$ cat src/rtl/alu_seq_pkg.sv
// Shared types for the ALU op sequencer: op encoding, ALU select bundle, per-op select table, FSM states.
// Select semantics: {op1,op2} 00=sum 10=AND 01=XOR 11=OR; neg inverts TMP; ncarry_1 inverts carry out; shift_right rotates ACT.
package alu_seq_pkg;

  localparam int OPW = 4;

  typedef enum logic [OPW-1:0] {
    OP_ADD = 4'd0,
    OP_ADC = 4'd1,
    OP_SUB = 4'd2,
    OP_SBB = 4'd3,
    OP_ANA = 4'd4,
    OP_XRA = 4'd5,
    OP_ORA = 4'd6,
    OP_CMP = 4'd7,
    OP_INR = 4'd8,
    OP_DCR = 4'd9,
    OP_RAR = 4'd10
  } alu_op_e;

  typedef struct packed {
    logic select_op1;
    logic select_op2;
    logic select_neg;
    logic select_ncarry_1;
    logic select_shift_right;
    logic shift_right_in;
  } alu_ctl_t;

  localparam alu_ctl_t CTL_ADD = 6'b000000;
  localparam alu_ctl_t CTL_SUB = 6'b001100;
  localparam alu_ctl_t CTL_ANA = 6'b100000;
  localparam alu_ctl_t CTL_XRA = 6'b010000;
  localparam alu_ctl_t CTL_ORA = 6'b110000;
  // shift_right_in here means "rotate the carry in"; the decoder gates it with CY.
  localparam alu_ctl_t CTL_RAR = 6'b000011;

  localparam alu_ctl_t ALU_CTL_TABLE [16] = '{
    CTL_ADD, CTL_ADD, CTL_SUB, CTL_SUB, CTL_ANA, CTL_XRA, CTL_ORA, CTL_SUB,
    CTL_ADD, CTL_ADD, CTL_RAR, CTL_ADD, CTL_ADD, CTL_ADD, CTL_ADD, CTL_ADD
  };

  typedef enum logic [2:0] {
    S_IDLE   = 3'd0,
    S_LD_ACT = 3'd1,
    S_FETCH  = 3'd2,
    S_CONST  = 3'd3,
    S_EXEC   = 3'd4,
    S_DONE   = 3'd5
  } state_e;

  function automatic state_e ld_act_next(alu_op_e op);
    case (op)
      OP_INR, OP_DCR: return S_CONST;
      OP_RAR:         return S_EXEC;
      default:        return S_FETCH;
    endcase
  endfunction

endpackage

$ cat src/rtl/alu_op_sequencer_if.sv
// Command handshake, operand bus handshake and datapath strobes between decoder, sequencer and ALU block.
// slave = sequencer side, master = decoder/datapath side.
interface alu_op_sequencer_if;
  import alu_seq_pkg::*;

  logic           op_valid;
  logic [OPW-1:0] op_code;
  logic           op_carry;
  logic           op_ready;
  logic           opnd_req;
  logic           opnd_ack;
  logic           a_to_act;
  logic           write_dbus_to_alu_tmp;
  logic           sel_0_fe;
  logic           fe_0_to_act;
  logic           alu_to_a;
  logic           sel_alu_a;
  logic           alu_a_to_dbus;
  logic           select_op1;
  logic           select_op2;
  logic           select_neg;
  logic           select_ncarry_1;
  logic           select_shift_right;
  logic           shift_right_in;
  logic           alu_carry_in;
  logic           flag_we;
  logic           flag_cy_we;
  logic           busy;
  logic           done;
  logic           err_timeout;

  modport slave (
    input  op_valid, op_code, op_carry, opnd_ack,
    output op_ready, opnd_req, a_to_act, write_dbus_to_alu_tmp, sel_0_fe, fe_0_to_act,
           alu_to_a, sel_alu_a, alu_a_to_dbus, select_op1, select_op2, select_neg,
           select_ncarry_1, select_shift_right, shift_right_in, alu_carry_in,
           flag_we, flag_cy_we, busy, done, err_timeout
  );

  modport master (
    output op_valid, op_code, op_carry, opnd_ack,
    input  op_ready, opnd_req, a_to_act, write_dbus_to_alu_tmp, sel_0_fe, fe_0_to_act,
           alu_to_a, sel_alu_a, alu_a_to_dbus, select_op1, select_op2, select_neg,
           select_ncarry_1, select_shift_right, shift_right_in, alu_carry_in,
           flag_we, flag_cy_we, busy, done, err_timeout
  );

endinterface

$ cat src/rtl/alu_ctl_decode.sv
// Combinational op -> ALU select lines and carry-in rule.
// Zero latency; no handshake.
module alu_ctl_decode
  import alu_seq_pkg::*;
(
  input  alu_op_e  op_i,
  input  logic     carry_i,
  output alu_ctl_t ctl_o,
  output logic     carry_in_o
);

  always_comb begin
    ctl_o                = ALU_CTL_TABLE[op_i];
    ctl_o.shift_right_in = ALU_CTL_TABLE[op_i].shift_right_in & carry_i;
    case (op_i)
      OP_ADC:                         carry_in_o = carry_i;
      OP_SBB:                         carry_in_o = ~carry_i;
      OP_SUB, OP_CMP, OP_INR, OP_DCR: carry_in_o = 1'b1;
      default:                        carry_in_o = 1'b0;
    endcase
  end

endmodule

$ cat src/rtl/alu_op_sequencer.sv
// Sequences ACT/TMP/A strobes and ALU selects for one command; done 4 cycles after accept (3 for RAR), +1 per operand stall.
// op_ready only in IDLE; FETCH waits on opnd_ack, aborting with err_timeout after ACK_TIMEOUT unacked cycles (0 = never).
module alu_op_sequencer
  import alu_seq_pkg::*;
#(
  parameter int ACK_TIMEOUT = 15
) (
  input logic               clk,
  input logic               rst_n,
  alu_op_sequencer_if.slave bus
);

  localparam int CW = (ACK_TIMEOUT > 1) ? $clog2(ACK_TIMEOUT + 1) : 1;
  localparam logic [CW-1:0] CNT_LAST = (ACK_TIMEOUT > 0) ? CW'(ACK_TIMEOUT - 1) : '0;

  state_e          state_q, state_d;
  logic [CW-1:0]   cnt_q, cnt_d;
  alu_op_e         op_q;
  logic            carry_q;
  logic            timeout_d;
  logic            accept;
  logic            exec_d;

  alu_ctl_t        dec_ctl;
  logic            dec_cin;

  logic            op_ready_q, opnd_req_q, a_to_act_q, sel_0_fe_q, fe_0_to_act_q;
  logic            alu_to_a_q, sel_alu_a_q, alu_a_to_dbus_q;
  alu_ctl_t        ctl_q;
  logic            alu_carry_in_q, flag_we_q, flag_cy_we_q;
  logic            busy_q, done_q, err_timeout_q;

  alu_ctl_decode u_dec (
    .op_i       (op_q),
    .carry_i    (carry_q),
    .ctl_o      (dec_ctl),
    .carry_in_o (dec_cin)
  );

  assign accept = (state_q == S_IDLE) && bus.op_valid && op_ready_q;
  assign exec_d = (state_d == S_EXEC);

  always_comb begin
    state_d   = state_q;
    cnt_d     = cnt_q;
    timeout_d = 1'b0;
    case (state_q)
      S_IDLE:   if (accept) state_d = S_LD_ACT;
      S_LD_ACT: begin
        state_d = ld_act_next(op_q);
        cnt_d   = '0;
      end
      S_FETCH: begin
        if (bus.opnd_ack) begin
          state_d = S_EXEC;
        end else if (ACK_TIMEOUT != 0) begin
          if (cnt_q == CNT_LAST) begin
            state_d   = S_IDLE;
            timeout_d = 1'b1;
          end else begin
            cnt_d = cnt_q + CW'(1);
          end
        end
      end
      S_CONST:  state_d = S_EXEC;
      S_EXEC:   state_d = S_DONE;
      S_DONE:   state_d = S_IDLE;
      default:  state_d = S_IDLE;
    endcase
  end

  // Outputs are registered from the state being entered, so the datapath sees them a full cycle.
  always_ff @(posedge clk) begin
    if (!rst_n) begin
      state_q         <= S_IDLE;
      cnt_q           <= '0;
      op_q            <= OP_ADD;
      carry_q         <= 1'b0;
      op_ready_q      <= 1'b0;
      opnd_req_q      <= 1'b0;
      a_to_act_q      <= 1'b0;
      sel_0_fe_q      <= 1'b0;
      fe_0_to_act_q   <= 1'b0;
      alu_to_a_q      <= 1'b0;
      sel_alu_a_q     <= 1'b0;
      alu_a_to_dbus_q <= 1'b0;
      ctl_q           <= '0;
      alu_carry_in_q  <= 1'b0;
      flag_we_q       <= 1'b0;
      flag_cy_we_q    <= 1'b0;
      busy_q          <= 1'b0;
      done_q          <= 1'b0;
      err_timeout_q   <= 1'b0;
    end else begin
      state_q <= state_d;
      cnt_q   <= cnt_d;
      if (accept) begin
        op_q    <= alu_op_e'(bus.op_code);
        carry_q <= bus.op_carry;
      end
      op_ready_q      <= (state_d == S_IDLE);
      busy_q          <= state_d inside {S_LD_ACT, S_FETCH, S_CONST, S_EXEC};
      a_to_act_q      <= (state_d == S_LD_ACT);
      opnd_req_q      <= (state_d == S_FETCH);
      sel_0_fe_q      <= (state_d == S_CONST);
      fe_0_to_act_q   <= (state_d == S_CONST) && (op_q == OP_DCR);
      ctl_q           <= exec_d ? dec_ctl : '0;
      alu_carry_in_q  <= exec_d && dec_cin;
      alu_to_a_q      <= exec_d && (op_q != OP_CMP);
      sel_alu_a_q     <= exec_d;
      flag_we_q       <= exec_d;
      flag_cy_we_q    <= exec_d && !(op_q inside {OP_INR, OP_DCR});
      done_q          <= (state_d == S_DONE);
      alu_a_to_dbus_q <= (state_d == S_DONE);
      err_timeout_q   <= timeout_d;
    end
  end

  // TMP load must follow the ack in the same cycle, so this one strobe is not registered.
  assign bus.write_dbus_to_alu_tmp = rst_n && (state_q == S_FETCH) && bus.opnd_ack;

  assign bus.op_ready           = op_ready_q;
  assign bus.opnd_req           = opnd_req_q;
  assign bus.a_to_act           = a_to_act_q;
  assign bus.sel_0_fe           = sel_0_fe_q;
  assign bus.fe_0_to_act        = fe_0_to_act_q;
  assign bus.alu_to_a           = alu_to_a_q;
  assign bus.sel_alu_a          = sel_alu_a_q;
  assign bus.alu_a_to_dbus      = alu_a_to_dbus_q;
  assign bus.select_op1         = ctl_q.select_op1;
  assign bus.select_op2         = ctl_q.select_op2;
  assign bus.select_neg         = ctl_q.select_neg;
  assign bus.select_ncarry_1    = ctl_q.select_ncarry_1;
  assign bus.select_shift_right = ctl_q.select_shift_right;
  assign bus.shift_right_in     = ctl_q.shift_right_in;
  assign bus.alu_carry_in       = alu_carry_in_q;
  assign bus.flag_we            = flag_we_q;
  assign bus.flag_cy_we         = flag_cy_we_q;
  assign bus.busy               = busy_q;
  assign bus.done               = done_q;
  assign bus.err_timeout        = err_timeout_q;

endmodule

$ cat src/flat_wrapper.sv
// flat-port wrapper written by rule: the top's interface ports become plain ports
module alu_op_sequencer_flat import alu_seq_pkg::*;
#(
  parameter int ACK_TIMEOUT = 15
)
  (clk, rst_n, bus_op_valid, bus_op_code, bus_op_carry, bus_opnd_ack, bus_op_ready, bus_opnd_req, bus_a_to_act, bus_write_dbus_to_alu_tmp, bus_sel_0_fe, bus_fe_0_to_act, bus_alu_to_a, bus_sel_alu_a, bus_alu_a_to_dbus, bus_select_op1, bus_select_op2, bus_select_neg, bus_select_ncarry_1, bus_select_shift_right, bus_shift_right_in, bus_alu_carry_in, bus_flag_we, bus_flag_cy_we, bus_busy, bus_done, bus_err_timeout);
  alu_op_sequencer_if bus_i ();
  input logic clk;
  input logic rst_n;
  input wire logic [$bits(bus_i.op_valid)-1:0] bus_op_valid;
  input wire logic [$bits(bus_i.op_code)-1:0] bus_op_code;
  input wire logic [$bits(bus_i.op_carry)-1:0] bus_op_carry;
  input wire logic [$bits(bus_i.opnd_ack)-1:0] bus_opnd_ack;
  output wire logic [$bits(bus_i.op_ready)-1:0] bus_op_ready;
  output wire logic [$bits(bus_i.opnd_req)-1:0] bus_opnd_req;
  output wire logic [$bits(bus_i.a_to_act)-1:0] bus_a_to_act;
  output wire logic [$bits(bus_i.write_dbus_to_alu_tmp)-1:0] bus_write_dbus_to_alu_tmp;
  output wire logic [$bits(bus_i.sel_0_fe)-1:0] bus_sel_0_fe;
  output wire logic [$bits(bus_i.fe_0_to_act)-1:0] bus_fe_0_to_act;
  output wire logic [$bits(bus_i.alu_to_a)-1:0] bus_alu_to_a;
  output wire logic [$bits(bus_i.sel_alu_a)-1:0] bus_sel_alu_a;
  output wire logic [$bits(bus_i.alu_a_to_dbus)-1:0] bus_alu_a_to_dbus;
  output wire logic [$bits(bus_i.select_op1)-1:0] bus_select_op1;
  output wire logic [$bits(bus_i.select_op2)-1:0] bus_select_op2;
  output wire logic [$bits(bus_i.select_neg)-1:0] bus_select_neg;
  output wire logic [$bits(bus_i.select_ncarry_1)-1:0] bus_select_ncarry_1;
  output wire logic [$bits(bus_i.select_shift_right)-1:0] bus_select_shift_right;
  output wire logic [$bits(bus_i.shift_right_in)-1:0] bus_shift_right_in;
  output wire logic [$bits(bus_i.alu_carry_in)-1:0] bus_alu_carry_in;
  output wire logic [$bits(bus_i.flag_we)-1:0] bus_flag_we;
  output wire logic [$bits(bus_i.flag_cy_we)-1:0] bus_flag_cy_we;
  output wire logic [$bits(bus_i.busy)-1:0] bus_busy;
  output wire logic [$bits(bus_i.done)-1:0] bus_done;
  output wire logic [$bits(bus_i.err_timeout)-1:0] bus_err_timeout;
  assign bus_i.op_valid = bus_op_valid;
  assign bus_i.op_code = bus_op_code;
  assign bus_i.op_carry = bus_op_carry;
  assign bus_i.opnd_ack = bus_opnd_ack;
  assign bus_op_ready = bus_i.op_ready;
  assign bus_opnd_req = bus_i.opnd_req;
  assign bus_a_to_act = bus_i.a_to_act;
  assign bus_write_dbus_to_alu_tmp = bus_i.write_dbus_to_alu_tmp;
  assign bus_sel_0_fe = bus_i.sel_0_fe;
  assign bus_fe_0_to_act = bus_i.fe_0_to_act;
  assign bus_alu_to_a = bus_i.alu_to_a;
  assign bus_sel_alu_a = bus_i.sel_alu_a;
  assign bus_alu_a_to_dbus = bus_i.alu_a_to_dbus;
  assign bus_select_op1 = bus_i.select_op1;
  assign bus_select_op2 = bus_i.select_op2;
  assign bus_select_neg = bus_i.select_neg;
  assign bus_select_ncarry_1 = bus_i.select_ncarry_1;
  assign bus_select_shift_right = bus_i.select_shift_right;
  assign bus_shift_right_in = bus_i.shift_right_in;
  assign bus_alu_carry_in = bus_i.alu_carry_in;
  assign bus_flag_we = bus_i.flag_we;
  assign bus_flag_cy_we = bus_i.flag_cy_we;
  assign bus_busy = bus_i.busy;
  assign bus_done = bus_i.done;
  assign bus_err_timeout = bus_i.err_timeout;
  alu_op_sequencer #(.ACK_TIMEOUT(ACK_TIMEOUT)) u_core (.clk(clk), .rst_n(rst_n), .bus(bus_i));
endmodule
$ cat config.mk
export PLATFORM = sky130hd
export DESIGN_NAME = alu_op_sequencer_flat
export DESIGN_NICKNAME = d
export VERILOG_FILES = /design/src/rtl/alu_seq_pkg.sv /design/src/rtl/alu_op_sequencer_if.sv /design/src/rtl/alu_ctl_decode.sv /design/src/rtl/alu_op_sequencer.sv /design/src/flat_wrapper.sv
export SDC_FILE = /design/constraint.sdc
export NUM_CORES = 1
export LEC_CHECK = 0
export BUFFER_PORTS_ARGS = -buffer_cell sky130_fd_sc_hd__buf_2
export CORE_MARGIN = 2
export CORE_UTILIZATION = 45
export CTS_BUF_LIST = sky130_fd_sc_hd__clkbuf_2
export DETAILED_ROUTE_END_ITERATION = 10
export PLACE_DENSITY = 0.72
export SLEW_MARGIN = 30
export SYNTH_ARGS = -nofsm -noshare
export SYNTH_HDL_FRONTEND = slang
export SYNTH_SLANG_ARGS = --single-unit
$ cat constraint.sdc
create_clock -name clk -period 1.6 [get_ports clk]
set_input_delay 0.16 -clock clk [delete_from_list [all_inputs] [get_ports clk]]
set_output_delay 0.16 -clock clk [all_outputs]
set_load 0.02 [all_outputs]
==> results of run 1 <==
per-stage QoR:
stage	utilization	total power, mW	TNS (ns)
after detailed placement	0.555	1.06	-0.271
after global routing	0.603	1.48	-0.382
after CTS	0.581	1.39	-0.0639
final	0.603	1.41	-0.0556
after floorplan	-	0.966	0
after global placement	0.555	1.05	-0.231
cells in the mapped netlist (2+ instances only):
library cell  instances  share of area
nand3_1               3          0.012
a21oi_1               4          0.016
nor2_1               14          0.042
mux2i_1               6          0.048
nor3b_1               2          0.012
ha_1                  6          0.060
buf_2                 3          0.012
nor3_1                3          0.012
and3_1                4          0.020
buf_4                 3          0.018
dfxtp_1              29           0.46
inv_1                 7          0.021
xor2_1                3          0.021
nor2b_1               9          0.045
nand2_1               8          0.024
kinds of logic (layout without fill, tap and decap cells):
family                     after synthesis  count (layout)  synth area share
and+or+nand+nor                         57              57             0.272
DFF                                     29              29             0.464
buffers and inverters                   15              63            0.0631
AOI/OAI and AO/OA                       12              12            0.0641
adders and majority gates                6               6            0.0601
muxes                                    6               6            0.0480
xor gates and xnor gates                 4               4            0.0280
routing by layer:
metal / global-route usage / up-vias
met1: 0.182 / 500
li1: - / 525
met4: 0.0952 / 0
met3: 0.0622 / 10
met5: 0 / -
met2: 0.317 / 20
what timing repair did:
action,4_1_cts,5_1_grt
pin swaps,1,5
endpoints found under the setup margin,13,18
setup buffers,4,3
hold endpoints to repair,0,0
gates resized for setup,6,11
power groups by stage:
stage | logic, mW | clock network, mW | registers [mW]
2_1_floorplan | 0.154 | 0 | 0.811
3_3_place_gp | 0.257 | 0 | 0.791
3_5_place_dp | 0.264 | 0 | 0.792
4_1_cts | 0.287 | 0.326 | 0.777
5_1_grt | 0.343 | 0.356 | 0.783
6_report | 0.316 | 0.313 | 0.778
cell type report:
cell class | instances | area (um^2)
Inverter | 7 | 26.3
Clock buffer | 5 | 25.0
Multi-Input combinational cell | 85 | 634
Tap cell | 31 | 38.8
Timing Repair Buffer | 50 | 303
Sequential cell | 29 | 587
Fill cell | 247 | 1070
Clock inverter | 1 | 5.00
final timing paths:
kind / from / end / depth (start not counted) / slack (ns)
worst min register to register: u_core.carry_q$_SDFFE_PN0P_ / u_core.bus.shift_right_in$_SDFF_PN0_ / 2 / 0.52
worst max-delay path: u_core.state_q[2]$_SDFF_PN0_ / u_core.bus.busy$_SDFF_PN0_ / 6 / -0.06
worst min-delay path: bus_op_code[1] / u_core.op_q[1]$_SDFFE_PN0P_ / 3 / 0.06
worst max register to register: u_core.state_q[2]$_SDFF_PN0_ / u_core.bus.busy$_SDFF_PN0_ / 6 / -0.06
worst max-delay path: cells and delay by family (launching register included):
kind | cells | cell delay (ns)
flops | 1 | 0.36
buf+inv | 1 | 0.15
simple gates | 4 | 0.93
xor+xnor | 1 | 0.13
==> flow_metrics.py, run 1 <==
metrics = {
    "run_status": {
        "status": "finished with violations",
        "failed_checks": "setup timing",
    },
    "die": {
        "die_y_um": 56.7,
        "ioPinCount": 30,
        "start_util": 0.465,
        "fp-row-count": 19,
        "die_area_um2": 3220,
        "die_x_um": 56.7,
        "design.core.area_um2": 2690,
    },
    "global_routing": {
        "grt_max_degree": 17,
        "gr-total-overflow": 0,
        "grt_pass1_vias": 1064,
        "gr-usage-all-layers": 0.179,
        "grt_antenna_before_repair": 0,
        "grt_pass1_wl_mm": 4.37,
    },
    "final_layout": {
        "design_area_um2": 1620,
        "diodes": 0,
        "final_cell_count_no_fill": 208,
        "nets": 193,
        "areaGrowthSynthToFinish_pct": 29.5,
        "final_cell_mix": "buf_2, dfxtp_1, buf_4",
        "drive_above_1_share": 0.452,
        "top_regs": "u_core.cnt_q x4, u_core.op_q x4, u_core.state_q x3",
        "final_common_cell": "buf_2",
    },
    "pwr": {
        "ir_drop_uv": 724,
        "p_switching_mw": 0.412,
        "combinationalPowerShare": 0.224,
        "internal-power_mw": 0.996,
        "power_density_nw_per_um2": 869,
        "clkPwrFrac": 0.223,
        "power_leakage_nw": 0.780,
        "switching_share": 0.292,
        "power_frac_seq": 0.553,
    },
    "synth": {
        "synthesis.area_um2": 1250,
        "synth_top_flop_cell": "dfxtp_1",
        "postSynthCellCount": 129,
        "async_flop_share": 0,
        "yosysSeqAreaShare": 0.464,
        "synth_fp_nets": 144,
        "synth_warnings": 0,
        "synth_edf_count": 0,
        "syn_area_per_cell_um2": 9.69,
        "synthDistinctLibCells": 40,
        "synth-seq-cells": 29,
    },
    "clock_tree": {
        "clockBufferDepth": 2,
        "cts.clk_slew.worst_paths_ns": 0.13,
        "cts_tree": "built",
        "numCtsBuffers": 5,
        "clk_latency_ns": 0.35,
        "cts_max_level": 2,
        "cts_sinks": 29,
        "cts_hold_buf": 0,
        "cts_root_buf": "clkbuf_2",
    },
    "drt": {
        "dr.first_iter.drc_count": 12,
        "via_per_inst": 5.07,
        "route.met2.wl_mm": 1.46,
        "detail_route.wirelength_mm": 2.65,
        "met3_length_um": 113,
        "routed.top_layer": "met4",
        "drc_errors": 0,
        "first_pass_iters": 4,
        "met1_length_um": 998,
        "post_drt_wl_per_cell_um": 12.8,
        "ant_nets": 0,
        "num_vias": 1055,
    },
    "placement": {
        "port_buffers": 29,
        "dpl.hpwl_mm": 1.92,
        "placed_area_um2": 1490,
        "gp_congestion": 0.883,
        "dp_cells": 195,
        "place_ws_ns": -0.0977,
    },
    "run": {
        "cap_violations": 0,
    },
    "critical_path": {
        "max_stage_delay_ns": 0.58,
        "critPathSlowestCell": "or4b_4",
        "cp_max_fo": 5,
        "worstPathArrival_ns": 1.91,
        "path_cells": "or4b_4 > nor2_4 > nor3b_2 > buf_4 > xor2_1 > and2_1",
        "cp-end-kind": "flop",
        "start_kind": "flop",
        "required_ns": 1.85,
        "critPathKind": "reg -> reg",
    },
    "sta": {
        "hold_viol": 0,
        "period_share": 1.03,
        "post-route-worst-setup-slack_ns": -0.0556,
        "whs_ns": 0.0566,
        "slew_violations": 0,
        "worst_slew_pin_slew_ns": 0.366,
        "slew_headroom": 0.755,
        "skew_ns": 0.0146,
        "setup_viol": 1,
        "max_freq_mhz": 604,
        "fin_crit_ns": 1.66,
        "rsz0062_at_grt": "yes",
    },
    "worst_hold_path": {
        "hp-class": "in -> reg",
    },
}
No activity file was read; power rests on OpenSTA's default activity.
==> run 2: changes to the inputs <==
Settings changed: CORE_MARGIN 2 to default, CORE_UTILIZATION 45 to 49, PLACE_DENSITY 0.72 to 0.77.
==> run 2 against run 1 <==
  * The run still ends with setup timing left
  * Total power increased by 15%
  * Highest routed layer unchanged
  * Non-clock buffer count decreased by 1
  * Register-to-register slack improved by 0.04 ns
  * Largest power group unchanged
  * Cell area increased by 4.5%
  * Critical endpoint is now u_core.cnt_q[3]$_SDFFE_PN0P_
==> flow_metrics.py, run 2 (synthesized netlist as in run 1, its figures left out) <==
metrics = {
    "critical_path": {
        "cp_max_fo": 4,
        "worstPathArrival_ns": 1.87,
        "rr_worst_depth": 5,
        "critPathKind": "reg -> reg",
        "required_ns": 1.86,
        "r2r_slack_ns": -0.01,
        "cp-end-kind": "flop",
        "start_kind": "flop",
    },
    "sta": {
        "fin_crit_ns": 1.61,
        "max_freq_mhz": 620,
        "hold_viol": 0,
        "rsz0062_at_grt": "yes",
        "period_share": 1.01,
        "skew_ns": 0.0149,
        "worst_slew_pin_slew_ns": 0.318,
        "setup_viol": 2,
        "slew_headroom": 0.787,
        "post-route-worst-setup-slack_ns": -0.0137,
        "slew_violations": 0,
    },
    "final_layout": {
        "post-route-util": 0.736,
        "top_regs": "u_core.cnt_q x4, u_core.op_q x4, u_core.state_q x3",
        "final_cell_mix": "buf_2, dfxtp_1, buf_4",
        "multiInputGateArea_um2": 676,
        "ff_latch_area_um2": 589,
        "fillerInstances": 164,
        "nets": 192,
        "drive_above_1_share": 0.449,
        "final_common_cell": "buf_2",
        "diodes": 0,
        "areaGrowthSynthToFinish_pct": 35.3,
    },
    "clock_tree": {
        "cts_tree": "built",
        "clockBufferDepth": 2,
        "cts_sinks": 29,
        "numCtsBuffers": 5,
        "cts.clk_slew.worst_paths_ns": 0.14,
        "cts_root_buf": "clkbuf_2",
        "clk_latency_ns": 0.36,
        "cts_max_level": 2,
    },
    "die": {
        "die_y_um": 52.5,
        "fp-row-count": 17,
        "start_util": 0.544,
        "die_x_um": 52.5,
        "design.core.area_um2": 2300,
        "ioPinCount": 30,
        "die_area_um2": 2760,
    },
    "worst_hold_path": {
        "min_delay_path_depth": 3,
        "hp-class": "in -> reg",
    },
    "run": {
        "cap_violations": 0,
    },
    "drt": {
        "dr.first_iter.drc_count": 17,
        "detail_route.wirelength_mm": 2.64,
        "first_pass_iters": 4,
        "via_per_inst": 5.08,
        "post_drt_wl_per_cell_um": 12.8,
        "drc_errors": 0,
        "num_vias": 1047,
        "ant_nets": 0,
    },
    "placement": {
        "gp_congestion": 0.821,
        "dpl.hpwl_mm": 1.87,
        "port_buffers": 29,
    },
    "global_routing": {
        "grt_pass1_vias": 1048,
        "gr-total-overflow": 0,
        "grt_max_degree": 17,
        "gr-usage-all-layers": 0.224,
        "grt_antenna_before_repair": 0,
        "grt_pass1_wl_mm": 4.33,
    },
    "pwr": {
        "finalPower_mw": 1.61,
        "ir_drop_uv": 1100,
        "power_density_nw_per_um2": 954,
        "power_leakage_nw": 0.802,
    },
    "run_status": {
        "status": "finished with violations",
        "failed_checks": "setup timing",
    },
}
## run 2: cell types whose count changed in the layout (fill, tap and decap cells not counted), sizes merged
cell,delta
clkbuf,+1
buf,-1
bufinv,+1
## run 2: critical path, stage by stage, from the launching register on
cell and delay (ns):
dfxtp_2 0.36, or4b_4 0.58, o21ai_2 0.20, nand4_1 0.14, xor2_1 0.18, nor2_1 0.05
## run 2: report_power, final
group	internal [mW]	switching, mW	total [mW]
logic	0.154	0.169	0.322
clock network	0.267	0.245	0.512
registers	0.757	0.0215	0.779
total	1.18	0.435	1.61
## run 2: per-stage QoR
step           hold slack [ns]  cell area [um^2]  cells  worst slack, ns  setup TNS [ns]
3_3_place_gp             0.423              1510    195           0.0194               0
2_1_floorplan            0.274              1250    129           0.0160               0
4_1_cts                 0.0396              1690    206          -0.0151         -0.0286
3_5_place_dp             0.428              1510    195          -0.0536         -0.0927
6_report                0.0531              1690    206          -0.0137         -0.0177
5_1_grt                 0.0504              1690    206          -0.0727          -0.169
## run 2: layout make-up
| class | instances | share of cell area |
|---|---|---|
| multi-input cells | 85 | 0.399 |
| flip-flops and latches | 29 | 0.348 |
| repair buffers | 49 | 0.177 |
| well taps | 28 | 0.0207 |
| clock inverters | 2 | 0.0200 |
| clock buffers | 6 | 0.0178 |
| inverters | 7 | 0.0170 |
## run 2: repair_timing
action	4_1_cts	5_1_grt
setup buffers	3	0
pin swaps	4	1
endpoints found under the setup margin	10	6
hold buffers	0	0
cloned	0	0
gates resized for setup	23	2
## run 2: layer usage
layer | vias to the layer above | share of wire | GRT usage
met2 | 32 | 0.51 | 0.401
met3 | 8 | 0.052 | 0.0638
li1 | 526 | - | -
met5 | - | 0 | 0
met1 | 481 | 0.42 | 0.227
met4 | 0 | 0.024 | 0.136
## run 2: worst paths after layout
| kind | startpoint | end |
|---|---|---|
| setup / recovery | u_core.state_q[2]$_SDFF_PN0_ | u_core.cnt_q[3]$_SDFFE_PN0P_ |
| hold / removal | bus_op_code[0] | u_core.op_q[0]$_SDFFE_PN0P_ |
| setup reg to reg | u_core.state_q[2]$_SDFF_PN0_ | u_core.cnt_q[3]$_SDFFE_PN0P_ |
| hold reg to reg | u_core.carry_q$_SDFFE_PN0P_ | u_core.bus.shift_right_in$_SDFF_PN0_ |
==> run 3: changes to the inputs <==
Settings changed: CAP_MARGIN from default to 20.
Clock period 1.6 ns to 1.3 ns, I/O delays scaled along.
==> run 3 against run 2 <==
  * The run still ends with setup timing left
  * Register-to-register slack lost 0.37 ns
  * Fmax shrank 4.2%
  * Cell count grew 6.3%
  * Critical endpoint is now u_core.bus.busy$_SDFF_PN0_
==> flow_metrics.py, run 3 (synthesized netlist as in run 1, its figures left out) <==
metrics = {
    "run_status": {
        "status": "finished with violations",
        "failed_checks": "setup timing",
    },
    "global_routing": {
        "grt_pass1_wl_mm": 4.80,
        "gr-total-overflow": 0,
        "grt_max_degree": 11,
        "gr-usage-all-layers": 0.252,
        "grt_antenna_before_repair": 0,
        "grt_pass1_vias": 1105,
    },
    "clock_tree": {
        "cts_tree": "built",
        "cts_max_level": 2,
        "cts_sinks": 29,
        "cts_hold_buf": 0,
        "clockBufferDepth": 2,
        "cts.clk_slew.worst_paths_ns": 0.13,
        "cts_root_buf": "clkbuf_2",
        "clk_latency_ns": 0.37,
        "numCtsBuffers": 5,
    },
    "critical_path": {
        "cp_max_fo": 4,
        "required_ns": 1.62,
        "cp-end-kind": "flop",
        "r2r-end": "u_core.bus.busy$_SDFF_PN0_",
        "path_cells": "inv_4 > ha_4 > nor2_4 > a31oi_4 > nor3b_4 > xor2_1 > and2_1",
        "critPathKind": "reg -> reg",
        "max_stage_delay_ns": 0.41,
        "r2r_slack_ns": -0.38,
        "worstPathArrival_ns": 2.00,
        "start_kind": "flop",
        "crit_path_start": "u_core.op_q[0]$_SDFFE_PN0P_",
        "critPathSlowestCell": "dfxtp_4",
        "r2r_start": "u_core.op_q[0]$_SDFFE_PN0P_",
        "rr_worst_depth": 7,
    },
    "sta": {
        "max_freq_mhz": 594,
        "post-route-worst-setup-slack_ns": -0.384,
        "setup_viol": 30,
        "skew_ns": 0.00692,
        "fin_tns_setup_ns": -6.46,
        "hold_viol": 0,
        "worst_slew_pin_slew_ns": 0.379,
        "fin_crit_ns": 1.68,
        "slew_headroom": 0.745,
        "period_share": 1.30,
        "rsz0062_at_grt": "yes",
        "slew_violations": 0,
    },
    "worst_hold_path": {
        "hp-start": "bus_op_code[3]",
        "min_delay_path_depth": 3,
        "hp-class": "in -> reg",
        "min_to": "u_core.op_q[3]$_SDFFE_PN0P_",
    },
    "die": {
        "die_x_um": 52.5,
        "fp-row-count": 17,
        "die_y_um": 52.5,
        "ioPinCount": 30,
        "design.core.area_um2": 2300,
        "die_area_um2": 2760,
        "start_util": 0.544,
    },
    "drt": {
        "post_drt_wl_per_cell_um": 17.5,
        "via_per_inst": 5.35,
        "drc_errors": 0,
        "dr.first_iter.drc_count": 35,
        "ant_nets": 0,
        "detail_route.wirelength_mm": 3.82,
        "num_vias": 1171,
        "first_pass_iters": 4,
    },
    "final_layout": {
        "final_cell_mix": "buf_2, buf_4, dfxtp_1",
        "final_common_cell": "buf_2",
        "post-route-util": 0.826,
        "fillerInstances": 128,
        "diodes": 0,
        "nets": 206,
        "top_regs": "u_core.cnt_q x4, u_core.op_q x4, u_core.state_q x3",
        "areaGrowthSynthToFinish_pct": 51.9,
        "drive_above_1_share": 0.597,
    },
    "pwr": {
        "power_leakage_nw": 0.883,
        "power_density_nw_per_um2": 1010,
        "finalPower_mw": 1.92,
        "ir_drop_uv": 814,
    },
    "placement": {
        "dpl.hpwl_mm": 2.00,
        "port_buffers": 29,
        "gp_congestion": 0.821,
    },
    "run": {
        "cap_violations": 0,
    },
}
==> run 3: cell count changes in the layout (fill, tap and decap cells not counted), moves of 2 or more <==
cell and change:
and3_4 +2, inv_1 -4, buf_6 +8, nor2_2 +4
inv_2 +3, buf_4 +6, nor2_1 -5, nand2_1 -2
==> run 3: area by class of cell <==
cell class	instances	area, um^2	area share
Sequential cell	29	591	0.311
Clock buffer	6	30.0	0.0158
Inverter	7	31.3	0.0165
Multi-Input combinational cell	85	773	0.407
Clock inverter	1	3.75	0.00198
Timing Repair Buffer	63	434	0.229
Tap cell	28	35.0	0.0185
==> run 3: repair_timing <==
action,CTS,global route
pin swaps,8,14
setup endpoints to repair,30,30
gates resized for setup,29,27
setup buffers,4,4
==> run 3: per-layer routing <==
layer  track usage  vias up  share of wire
li1              -      547              -
met1         0.249      549           0.37
met2         0.451       55           0.52
met3        0.0957       20          0.063
met4         0.132        0          0.046
met5             0        -              0
==> run 3: through the flow <==
| step | cell area, um^2 | hold slack, ns | std cells | setup WS [ns] |
|---|---|---|---|---|
| 2_1_floorplan | 1270 | 0.249 | 129 | -0.269 |
| 3_3_place_gp | 1600 | 0.384 | 206 | -0.295 |
| 3_5_place_dp | 1600 | 0.397 | 206 | -0.413 |
| 4_1_cts | 1750 | 0.00389 | 216 | -0.321 |
| 5_1_grt | 1900 | 0.0277 | 219 | -0.444 |
| 6_report | 1900 | 0.0141 | 219 | -0.384 |
==> run 3: worst max path at each step <==
stage	cells after the start	endpoint
floorplan	6	u_core.bus.busy$_SDFF_PN0_
detailed placement	7	u_core.bus.select_ncarry_1$_SDFF_PN0_
finish	7	u_core.bus.busy$_SDFF_PN0_
global placement	7	u_core.bus.select_ncarry_1$_SDFF_PN0_
CTS	6	u_core.bus.busy$_SDFF_PN0_
global route	7	u_core.bus.busy$_SDFF_PN0_
==> run 3: power breakdown <==
group / internal [mW] / switching (mW)
registers: 0.932 / 0.0271
logic: 0.259 / 0.274
clock network: 0.125 / 0.299
total: 1.32 / 0.600
==> run 3: critical path, delay by kind of cell (launching register included) <==
family,cells,cell delay (ns)
XOR/XNOR,1,0.21
flip-flops,1,0.41
AND/OR/NAND/NOR,3,0.66
AO/OA/AOI/OAI,1,0.13
buffers and inverters,1,0.06
adder cells (fa/ha/maj),1,0.17
